===== src/rtl/spi_pkg.sv =====
// Shared definitions for the SPI slave front end: FSM encoding and the
// supported SPI mode.
package spi_pkg;

  typedef enum logic [1:0] {
    IDLE     = 2'd0,
    LOAD     = 2'd1,
    SHIFT    = 2'd2,
    WORD_END = 2'd3
  } state_t;

  localparam int         SPI_MODE       = 0;
  localparam logic [7:0] WORD_COUNT_MAX = 8'hFF;

endpackage


===== src/rtl/sync_edge.sv =====
// Multi-flop synchronizer for one asynchronous pin, plus one extra stage
// that provides single-cycle rise/fall strobes on the synchronized level.
module sync_edge #(
  parameter int   STAGES = 2,
  parameter logic INIT   = 1'b0
) (
  input  logic clk,
  input  logic reset,
  input  logic d,
  output logic q,
  output logic rise,
  output logic fall
);

  logic [STAGES-1:0] chain;
  logic              last;

  always_ff @(posedge clk) begin
    if (reset) begin
      chain <= {STAGES{INIT}};
      last  <= INIT;
    end else begin
      chain <= {chain[STAGES-2:0], d};
      last  <= chain[STAGES-1];
    end
  end

  assign q    = chain[STAGES-1];
  assign rise = q & ~last;
  assign fall = ~q & last;

endmodule


===== src/rtl/spi_slave_frontend.sv =====
// SPI mode-0 slave front end: synchronizes the pins, sequences an external
// shift register and collects received words with session bookkeeping.
//
// state    | meaning
// IDLE     | deselected, waiting for CS_n to fall
// LOAD     | session start: reset_flag loads first tx word, clears counters
// SHIFT    | one sel per SCK rise until the shift register reports done
// WORD_END | word captured; reset_flag reloads the next tx word
module spi_slave_frontend
  import spi_pkg::*;
#(
  parameter int N           = 8,
  parameter int SYNC_STAGES = 2
) (
  input  logic         clk,
  input  logic         reset,
  input  logic         spi_sck,
  input  logic         spi_cs_n,
  input  logic         spi_mosi,
  output logic         spi_miso,
  output logic         spi_miso_oe,
  output logic         sel,
  output logic         si,
  output logic         reset_flag,
  input  logic         so,
  input  logic         done_strobe,
  input  logic [N-1:0] sr_data,
  output logic [N-1:0] rx_data,
  output logic         rx_valid,
  output logic [7:0]   word_count,
  output logic         frame_error
);

  localparam int         BW         = $clog2(N + 1);
  localparam logic       SCK_IDLE   = (SPI_MODE >= 2);
  localparam logic [2:0] FLUSH_INIT = 3'(SYNC_STAGES + 1);

  logic sck_rise, sck_fall, sck_level_unused;
  logic cs_n_s, cs_rise_raw, cs_fall_raw;
  logic mosi_s, mosi_rise_unused, mosi_fall_unused;

  sync_edge #(.STAGES(SYNC_STAGES), .INIT(SCK_IDLE)) u_sync_sck (
    .clk(clk), .reset(reset), .d(spi_sck),
    .q(sck_level_unused), .rise(sck_rise), .fall(sck_fall)
  );

  sync_edge #(.STAGES(SYNC_STAGES), .INIT(1'b1)) u_sync_cs (
    .clk(clk), .reset(reset), .d(spi_cs_n),
    .q(cs_n_s), .rise(cs_rise_raw), .fall(cs_fall_raw)
  );

  sync_edge #(.STAGES(SYNC_STAGES), .INIT(1'b0)) u_sync_mosi (
    .clk(clk), .reset(reset), .d(spi_mosi),
    .q(mosi_s), .rise(mosi_rise_unused), .fall(mosi_fall_unused)
  );

  state_t          state, state_nxt;
  logic [2:0]      flush_cnt;
  logic            armed;
  logic            cs_rise, cs_fall;
  logic            rise_held;
  logic            reset_flag_q;
  logic [BW-1:0]   bit_cnt;
  logic            miso_q;
  logic            word_done;

  // Edges are ignored until the chains have flushed their reset levels, so a
  // CS_n held low through reset cannot masquerade as a fresh falling edge.
  assign armed   = (flush_cnt == 3'd0);
  assign cs_rise = cs_rise_raw & armed;
  assign cs_fall = cs_fall_raw & armed;

  always_ff @(posedge clk) begin
    if (reset) state <= IDLE;
    else       state <= state_nxt;
  end

  always_comb begin
    state_nxt  = state;
    reset_flag = 1'b0;
    sel        = 1'b0;
    word_done  = 1'b0;
    if (cs_rise) begin
      state_nxt = IDLE;
    end else begin
      case (state)
        IDLE:     if (cs_fall) state_nxt = LOAD;
        LOAD:     state_nxt = SHIFT;
        SHIFT:    if (done_strobe) state_nxt = WORD_END;
        WORD_END: state_nxt = SHIFT;
        default:  state_nxt = IDLE;
      endcase
    end
    case (state)
      LOAD:     reset_flag = 1'b1;
      WORD_END: reset_flag = 1'b1;
      SHIFT: begin
        sel       = ~cs_n_s & (sck_rise | rise_held);
        word_done = done_strobe;
      end
      default: ;
    endcase
  end

  assign si          = mosi_s;
  assign spi_miso    = miso_q;
  assign spi_miso_oe = (state != IDLE);

  always_ff @(posedge clk) begin
    if (reset) begin
      flush_cnt    <= FLUSH_INIT;
      rise_held    <= 1'b0;
      reset_flag_q <= 1'b0;
      bit_cnt      <= '0;
      miso_q       <= 1'b0;
      rx_data      <= '0;
      rx_valid     <= 1'b0;
      word_count   <= '0;
      frame_error  <= 1'b0;
    end else begin
      if (flush_cnt != 3'd0) flush_cnt <= flush_cnt - 3'd1;

      // An SCK rise landing in a reload cycle is replayed in the next SHIFT cycle.
      rise_held    <= (state == LOAD || state == WORD_END) && sck_rise && !cs_n_s;
      reset_flag_q <= reset_flag;

      if (reset_flag)                     bit_cnt <= '0;
      else if (sel && bit_cnt != BW'(N))  bit_cnt <= bit_cnt + 1'b1;

      if (state_nxt == IDLE)              miso_q <= 1'b0;
      else if (reset_flag_q || sck_fall)  miso_q <= so;

      rx_valid <= word_done;
      if (word_done) rx_data <= sr_data;

      if (state == LOAD)
        word_count <= '0;
      else if (word_done && word_count != WORD_COUNT_MAX)
        word_count <= word_count + 8'd1;

      if (state == LOAD)
        frame_error <= 1'b0;
      else if (cs_rise && state != IDLE && bit_cnt != '0 && bit_cnt < BW'(N))
        frame_error <= 1'b1;
    end
  end

endmodule


===== config.mk =====
export PLATFORM = sky130hd
export DESIGN_NAME = spi_slave_frontend
export DESIGN_NICKNAME = d
export VERILOG_FILES = /design/src/rtl/spi_pkg.sv /design/src/rtl/sync_edge.sv /design/src/rtl/spi_slave_frontend.sv
export SDC_FILE = /design/constraint.sdc
export NUM_CORES = 1
export LEC_CHECK = 0
export CORE_MARGIN = 1
export CORE_UTILIZATION = 24
export CTS_CLUSTER_DIAMETER = 50
export DETAILED_ROUTE_END_ITERATION = 16
export GPL_TIMING_DRIVEN = 0
export SLEW_MARGIN = 20
export SYNTH_ARGS = -nofsm -noshare
export SYNTH_HDL_FRONTEND = slang
export SYNTH_SLANG_ARGS = --single-unit

===== constraint.sdc =====
create_clock -name clk -period 1.5 [get_ports clk]
set_input_delay 0.3 -clock clk [delete_from_list [all_inputs] [get_ports clk]]
set_output_delay 0.3 -clock clk [all_outputs]
set_load 0.005 [all_outputs]

* Yosys cells after proc, flatten, opt, wreduce, memory -nomap -nowiden
Cells that the tools add are included.
** Word-level totals
- Register bits after elaboration :: 38
- Input port bits :: 15
** Cells by class
- Reduce and logical (&&, ||, !) cells :: 20
- Bitwise gates (word level) :: 12
- $lt $le $gt $ge :: 1
- Mux-type cells :: 7
- Eq/ne operators :: 5
- Add/sub/neg operators :: 3
** Operators with widths (count)
- 8-bit by 1-bit adder with 8-bit output (second input constant) :: 1
- 8-bit != test (second input constant) :: 1
- 2-bit OR reduction :: 4
- 1-bit AND :: 7
- 1-bit logical AND :: 7
- 2-bit 2-to-1 mux :: 3
- 2-bit case mux with 3 select lines :: 1
- 4-bit by 1-bit adder with 4-bit output (second input constant) :: 1
- 2-bit equality test (second input constant) :: 2
- 2-bit zero test :: 2
- 4-bit less-than comparator (second input constant) :: 1
- 4-bit != test (second input constant) :: 1
- 1-bit NOT :: 4
- 4-bit nonzero test :: 1
- 3-bit zero test :: 1
- 1-bit 2-to-1 mux :: 3
- 3-bit nonzero test :: 1
- 3-bit by 1-bit subtractor with 3-bit output (second input constant) :: 1
- 2-bit by 1-bit equality test with 1-bit output (second input constant) :: 1
- 1-bit logical OR :: 2
- 2-bit nonzero test :: 1
- 1-bit zero test :: 1
- 1-bit OR :: 1

* Logic depth before layout (Yosys ltp)
Gate-level depths: netlist (run 1).
- Depth in word-level cells :: 8
- Depth in mapped cells :: 6

* By module
A second synthesis (run 1) with hierarchy kept.
** Second synthesis, totals
- Cells, all modules :: 168
- Area total of the unflattened synthesis :: 1545.2 um^2
** By module, submodules not included
- spi_slave_frontend :: instances 1, area each 1270.0 um^2, cells each 144
- sync_edge at u_sync_mosi ... :: instances 2, area each 91.3 um^2, cells each 8
- sync_edge at u_sync_cs :: instances 1, area each 92.6 um^2, cells each 8

* Worst setup path before layout (run 1)
OpenSTA, ideal clock, no wires.
- Path kind :: register to register
- Start point :: register word_count[0]
- End point :: register word_count[6]
- Data required time :: 1.385 ns
- Stages on the path, launching flop included :: 6
- Arrival time :: 1.274 ns
- Clock period less this slack :: 1.389 ns
- Path slack :: 0.111 ns
- Library setup time :: 0.115 ns
- Buffers on the path :: 0
- Path through :: dfxtp_1 ha_1 nand4_1 a2111oi_4 xnor2_1 nor2_1
** On the way
- Word-level cells in the longest chain between the ends :: 2
** Ends and longest elaborated chain
- from (decl) :: line spi_slave_frontend.sv:30 : output logic [7:0] word_count,
- from (signal assigned) :: line spi_slave_frontend.sv:139 : word_count <= word_count + 8'd1;
- parallel branches: the longest is 2 deep, another holds 8-bit by 1-bit adder with 8-bit output
Parallel ways; which one is timed is not known.
A chain may end at the register's enable or synchronous reset.

* Final worst setup path (run 1)
- Start point :: register state[0]
- End point :: output port sel
** On the way
- Word-level cells in the longest chain between the ends :: 2
** Ends and longest elaborated chain
- from (decl) :: line spi_slave_frontend.sv:57 : state_t state, state_nxt;
- from (signal assigned) :: line spi_slave_frontend.sv:75 : else state <= state_nxt;
- 2-bit equality test :: line spi_slave_frontend.sv:94 : case (state)
- 1-bit 2-to-1 mux :: line spi_slave_frontend.sv:94
- to (decl) :: line spi_slave_frontend.sv:22 : output logic sel,
Every way passes these cells.

==> run summary, run 1 <==
The leakage component of the power is 0.925 nW. The floorplan has 29 rows. The time the worst path needs with I/O delays and setup is about 1.6 ns.

Walking the worst path, the cells encountered are buf_6 > buf_6 > nor3b_4 > o21a_1 > buf_2. The count of endpoints failing hold in the final timing report came out at 0. STA classifies the critical path startpoint as a flop. The maximum fanout along the worst path came out at 4. The startpoint identified for the worst hold timing path is u_sync_cs.chain[0]$_SDFF_PP1_. Dividing the detail-routed via count by the number of cells gives 4.48. The achievable clock frequency came out at 0.630 GHz.

The count of mapped cells out of synthesis is 176. The number of antenna violations at the first check in global routing came out at 0. The post-synthesis sequential element count came out at 38. The most common cell after layout, fill and taps aside is clkdlybuf4s50_1. The total power density per cell area came out at 836 nW/um^2.

The flow ran to the end, but the final reports show violations. After routing, the total negative slack on setup checks comes to -0.0870 ns. The maximum clock path buffer count came out at 2. The number of setup violations in the final report is 1.

From left edge to right edge, the die measures between 80 and 90 microns. The normalized max-slew margin is 0.692. The overflow left after global routing came out at 0. The largest net degree at the start of global routing came out at 13. The tightest min-delay check is of the flop to flop type. The routed wire length is about 3500 microns. The final worst slack is -0.0870 ns. The critical path in this run is classified as flop to output pin. After detailed routing, the average wire length per cell comes to between 10 and 15 microns.

Setup repair after global routing could not meet its margin everywhere. The clock input transition at the sequential cells of the worst setup and hold paths is 0.07 ns. The detailed-routing iteration count for the pre-antenna-repair pass is 4. The area growth from synthesis to final layout is 45.7%.

For this run, the slowest stage of the critical path takes 0.33 ns. The number of distinct standard cells referenced by the synthesized netlist is 38. The number of input and output port buffers inserted is 37. The number of warning messages in the yosys log came out at 0.

The combined global-route utilization of all metal layers is 0.104. The highest-delay cell along the critical path is dfxtp_2. The number of clock sinks seen by CTS came out at 38. Hold is met by 0.418 ns.

The source of the worst register-to-register timing path is word_count[3]$_SDFFE_PP0P_. At the worst endpoint, the arrival time is around 1.3 ns. The detailed-route DRC error count came out at 0. The area of the mapped netlist is 1580 sq um. Summed over all nets, the half-perimeter wirelength after detailed placement is roughly 2300 microns. The number of fillers in the final layout came out at 659. The post-detailed-route count of antenna-violating nets came out at 0.

The fraction of the yosys area taken by sequential cells came out at 0.481. In this run, CTS created clock tree buffers numbering 5. The cell sitting at the root of the clock tree is a clkbuf_8. Dividing the final minimum period by the clock period gives 1.06.

The global-route wire length before repair came out at 5710 microns. The critical path starts at state[0]$_SDFF_PP0_. The number of global-route vias before repair came to around 1300. The final worst clock skew came out at 0.00809 ns. The clock tree from TritonCTS is done. The data required time at the worst endpoint came out at 1.20 ns. The checks that failed: negative setup slack.

The clock network latency to the later pin of the worst-skew pair is 0.29 ns. 0 antenna diodes ended up in the layout. The area enclosed by the die boundary came out at 6920 sq um.

The DRC violation total after the first TritonRoute iteration came out at 66. The maximum level of the CTS H-tree is 2. Across the run, the number of max-cap violations was 0. The final-stage net count came out at roughly 250.

Routability-driven placement finished with a final weighted congestion of 0.748. The die outline height is 83.2 microns. The top cell types in the final layout, fill and taps aside, are 30 x clkdlybuf4s50_1, 27 x dfxtp_1, 20 x nand2_1, 14 x nor2_1, 13 x a21oi_1.

Averaged over all synthesized cells, the footprint is 8.99 sq um. In the final layout, the share of cells above drive strength 1 is 0.207. The initial standard-cell utilization of the core came out at 0.249.

The final number of max-transition violations is 0. The I/O pin count came out at 38. The most prevalent standard cell on the critical path is buf_6. The number of hold buffers added after CTS is 0. The core occupancy in the finished layout came out at 0.363.

The core region is 6350 sq um. STA classifies the critical path endpoint as an output pin. The transition time of the tightest slew-check pin came out at between 0.4 and 0.5 ns. VDD sags by at most 0.000541 V. Across all layers, the routed design uses 1384 vias.

Counting every net in the synthesized netlist gives 196.
-- final timing paths --
kind / endpoint / slack [ns] / cells past startpoint
setup / recovery: sel / -0.09 / 5
hold / removal: u_sync_cs.chain[1]$_SDFF_PP1_ / 0.42 / 1
setup reg to reg: word_count[6]$_SDFFE_PP0P_ / 0.08 / 5
hold reg to reg: u_sync_cs.chain[1]$_SDFF_PP1_ / 0.42 / 1
-- routing by layer --
layer | up-vias | track usage | part of all wire
met2 | 41 | 0.172 | 0.46
met3 | 6 | 0.0338 | 0.064
li1 | 707 | - | -
met5 | - | 0 | 0
met1 | 630 | 0.125 | 0.46
met4 | 0 | 0.0423 | 0.013
-- critical path, delay by kind of cell, from the launching register on --
kind                   cells  cell delay [ns]
AND/OR/NAND/NOR            1             0.18
AO/OA/AOI/OAI              1             0.15
buffers and inverters      3             0.34
flip-flops                 1             0.33
-- timing repair --
| item | in CTS | in global routing |
|---|---|---|
| endpoints found under the setup margin | 22 | 11 |
| setup buffers | 6 | 5 |
| pin swaps | 2 | 2 |
| resized for setup | 28 | 15 |
-- per-stage QoR --
stage / area [sq um] / std cells / setup WS [ns] / total power, mW
after floorplan: 1580 / 176 / 0.111 / 1.15
after global placement: 2050 / 290 / -0.380 / 1.22
after detailed placement: 2050 / 290 / -0.387 / 1.22
after CTS: 2230 / 304 / -0.125 / 1.96
after global routing: 2300 / 309 / -0.164 / 2.03
final: 2300 / 309 / -0.0870 / 1.93
-- sequential cells by signal, indices dropped and copies added (netlist names), 2 cells and up --
signal and cells:
bit_cnt 4, flush_cnt 3, rx_data 8, state 2
u_sync_cs.chain 2, u_sync_mosi.chain 2, u_sync_sck.chain 2, word_count 8
-- synth_stat cells (all sizes together) --
library cell,n,share of area
dfxtp,38,0.48
buf,5,0.021
nor2b,6,0.024
nor4,1,0.0040
nand3,3,0.0095
or2,3,0.012
nor3,9,0.028
o211ai,3,0.014
a22oi,1,0.0047
nand2,20,0.047
ha,5,0.040
xor2,4,0.022
nand2b,3,0.012
xnor2,4,0.022
and3,2,0.0079
or4,1,0.0047
a211oi,3,0.014
and3b,1,0.0055
nor2,15,0.036
nand3b,3,0.014
a21oi,13,0.041
inv,11,0.026
nor3b,1,0.0079
clkbuf,4,0.0095
mux2i,3,0.019
o21ai,4,0.015
o2111ai,1,0.0055
nand4,3,0.012
and4,1,0.0055
a21o,1,0.0047
o21a,1,0.0047
a2111oi,1,0.017
a31oi,2,0.0079
-- kinds of logic (layout without fill, tap and decap cells) --
family / count (synthesis) / count (layout) / share of synthesized area
and+or+nand+nor: 72 / 72 / 0.230
DFF: 38 / 38 / 0.481
AOI/OAI and AO/OA: 30 / 30 / 0.130
buffers and inverters: 20 / 76 / 0.0562
xor gates and xnor gates: 8 / 8 / 0.0443
adders and majority gates: 5 / 5 / 0.0396
muxes: 3 / 3 / 0.0190
-- power by group --
part	switching, mW	internal (mW)	total [mW]
Sequential	0.0150	1.02	1.04
Combinational	0.0684	0.0811	0.150
Clock	0.372	0.370	0.741
Total	0.455	1.47	1.93
-- final cells by class --
class	count	area (sq um)	share of cell area
clock buffer	6	82.6	0.0358
clock inverter	2	12.5	0.00543
buffer	9	60.1	0.0261
multi-input combinational	118	759	0.330
timing repair buffer	48	460	0.200
sequential	38	792	0.344
inverter	11	41.3	0.0179
tap	77	96.3	0.0418
(Power assumes the default switching activity.)
==> run 2, diff against run 1 <==
--- a/config.mk
+++ b/config.mk
@@ -7,7 +7,7 @@
 export LEC_CHECK = 0
 export CORE_MARGIN = 1
 export CORE_UTILIZATION = 24
-export CTS_CLUSTER_DIAMETER = 50
+export CTS_CLUSTER_DIAMETER = 200
 export DETAILED_ROUTE_END_ITERATION = 16
 export GPL_TIMING_DRIVEN = 0
 export SLEW_MARGIN = 20
==> results of run 2 <==
Same layout as run 1: the final DEF is identical, and so are final timing and power.
==> run 3, diff against run 2 <==
--- a/config.mk
+++ b/config.mk
@@ -8,8 +8,8 @@
 export CORE_MARGIN = 1
 export CORE_UTILIZATION = 24
 export CTS_CLUSTER_DIAMETER = 200
+export CTS_CLUSTER_SIZE = 12
 export DETAILED_ROUTE_END_ITERATION = 16
-export GPL_TIMING_DRIVEN = 0
 export SLEW_MARGIN = 20
 export SYNTH_ARGS = -nofsm -noshare
 export SYNTH_HDL_FRONTEND = slang
==> run 3 against run 2 <==
Against the previous run: the run now ends clean; via count fell by 0.79%; utilization barely moved; largest power group unchanged; clock power fell by 2%; clock skew rose by 0.0024 ns; wire length rose by 3.9%; critical path depth fell by 4; maximum frequency rose by 9.0%; combinational power rose by 3%; global-route usage rose by 0.98 points; total power fell by 0.21%.
==> run summary, run 3 (synthesis results as in run 1) <==
For this run the aggregate overflow at the end of global routing stands at 0. The number of global-route vias before repair came to 1378. The worst setup path is captured at an output pin. STA classifies the critical path startpoint as a flop. In this run the standard cell core region covers 6350 sq um. The global routing met1 resource utilization came out at 0.152.

The cell-internal power came out at roughly 1.5 mW. The count of endpoints failing hold in the final timing report came out at 0. Dividing the detail-routed via count by the number of cells gives 4.40. The final worst clock skew came out at 0.0105 ns. The leakage component of the power came out at 0.914 nW.

The routed wire length per instance came out at 11.6 microns. The signal on the critical path passes through clkdlybuf4s50_1. The share of final-layout standard cells stronger than drive strength 1 is 0.217. The proportion of power drawn by the clock network came out at 0.379. The transition time of the tightest slew-check pin came out at 0.335 ns.

Setup repair after global routing left no endpoint under its margin. The number of antenna violations at the first check in global routing was 0. The fraction of the cycle the final worst path needs came out at 0.971.

The number of hold buffers added after CTS is 0. The achievable clock frequency came out at ~0.69 GHz. The number of input and output port buffers inserted is 37. Of the total power, the share spent switching nets is 0.230. The global routing's busiest layer is met2. The global-route wire length before repair is 6380 microns. On the final layout, the worst hold slack is between 0.4 and 0.5 ns. The worst setup path is of the flop to output pin kind. The maximum level of the CTS H-tree is 2. The analysis attributes to net switching a power of between 0.4 and 0.5 mW. The buffer and inverter count on the worst path came out at 1. The largest registers in the layout are rx_data: 8 flops, word_count: 8 flops, bit_cnt: 4 flops. The peak per-stage delay on the critical path is 0.51 ns.

The number of placement rows came out at 29. The data required time at the worst endpoint is 1.20 ns. The met2 global-route usage is 0.178.

The total CTS buffers is 5. The routed wire length is between 3000 and 4000 microns. The time the worst path needs with I/O delays and setup came out at 1.46 ns. Leaving out fill and tap cells, the most frequent cells in the layout are 31 x clkdlybuf4s50_1, 28 x dfxtp_1, 22 x buf_4, 20 x nand2_1, 14 x nor2_1. The total negative slack came out at 0 ns.

The I/O pin count is 38. The area enclosed by the die boundary came out at 6920 sq um. The final cell count without fillers is 312. The wire-length estimate of the detail-placed layout is 2500 microns. The congestion estimate from routability-driven global placement came to approximately 0.79. The combined global-route utilization of all metal layers came out at 0.114.

The most common cell after layout, fill and taps aside is clkdlybuf4s50_1. Entering global routing, the biggest net connects 26 pins. The pre-antenna-repair detailed-routing pass consisted of 4 iterations. TritonCTS built the clock tree. VDD sags by at most 0.000571 V. The number of clock sinks seen by CTS came out at 38. The number of maximum-capacitance constraint violations came out at 0.

The post-detailed-route count of antenna-violating nets came out at 0. The data arrival time at the worst-slack endpoint came out at 1.16 ns. The worst hold path belongs to the class flop to flop. The register share of total power came out at 0.541.

The normalized max-slew margin came out at 0.775. The repair_antennas step left the layout with diodes totalling 0. The die outline height came out at ~83 microns. The maximum clock path buffer count is 2. The number of cells after detailed placement came out at 297. The root buffer cell chosen for the clock tree is clkbuf_8.

The die width is between 80 and 90 microns. The combinational fraction of design power came out at 0.080. The area growth from synthesis to final layout came out at 45.6%. The core occupancy in the finished layout is 0.363. The final number of max-transition violations came to 0. The post-layout total power is ~1.9 mW. Detailed routing inserted a total of ~1400 vias. For this configuration, the core starts out at a cell density of 0.249. The clock input transition at the sequential cells of the worst setup and hold paths came out at 0.08 ns. The met3 global-route usage came out at 0.0328.

The maximum fanout along the worst path came out at 2. In the routed design, unresolved DRC markers number 0. The run finished with clean final reports. In this run, the number of DRC markers left after iteration 0 of detailed routing was 64. The number of setup violations in the final report is 0.

For this design, the slowest cell found on the critical path is clkdlybuf4s50_1. The cell family contributing the most delay on the critical path is buffers and inverters. The final-stage net count came out at 254. For the worst-skew pair, the clock arrives at the later sink with an insertion delay of 0.29 ns. In this run the power density over the cells is 836 nW/um^2.
## run 3: repair_timing
item | in CTS | in global routing
gates cloned | 0 | 0
buffers inserted | 3 | 4
endpoints found under the setup margin | 11 | 3
resized for setup | 27 | 2
pin swaps | 1 | 1
## run 3: metrics by stage
step | worst slack, ns | instance area (sq um)
floorplan | 0.111 | 1580
global placement | -0.136 | 2120
detailed placement | -0.149 | 2120
CTS | 0.000519 | 2270
global route | 0.00383 | 2300
finish | 0.0437 | 2300
## run 3: layer usage
| layer | up-vias | part of all wire |
|---|---|---|
| li1 | 716 | - |
| met1 | 620 | 0.49 |
| met2 | 32 | 0.45 |
| met3 | 5 | 0.050 |
| met4 | 0 | 0.0099 |
| met5 | - | 0 |
## run 3: power groups by stage
stage          Clock (mW)  Combinational (mW)  Sequential [mW]
2_1_floorplan           0              0.0855             1.07
3_3_place_gp            0               0.153             1.07
3_5_place_dp            0               0.156             1.07
4_1_cts             0.768               0.158             1.04
5_1_grt             0.809               0.182             1.04
6_report            0.728               0.155             1.04
## run 3: area by class of cell
| class | count | area (sq um) |
|---|---|---|
| clock inverter | 2 | 12.5 |
| sequential | 38 | 783 |
| multi-input combinational | 118 | 746 |
| clock buffer | 6 | 82.6 |
| inverter | 11 | 41.3 |
| timing repair buffer | 60 | 541 |
| fill | 671 | 4050 |
| tap | 77 | 96.3 |
## run 3: path summary, 6_finish.rpt
| check | depth (start not counted) | endpoint | start | slack [ns] |
|---|---|---|---|---|
| setup / recovery | 1 | frame_error | frame_error$_SDFFE_PP0P_ | 0.04 |
| hold / removal | 1 | u_sync_cs.chain[1]$_SDFF_PP1_ | u_sync_cs.chain[0]$_SDFF_PP1_ | 0.43 |
| setup reg to reg | 5 | word_count[6]$_SDFFE_PP0P_ | word_count[0]$_SDFFE_PP0P_ | 0.08 |
| hold reg to reg | 1 | u_sync_cs.chain[1]$_SDFF_PP1_ | u_sync_cs.chain[0]$_SDFF_PP1_ | 0.43 |
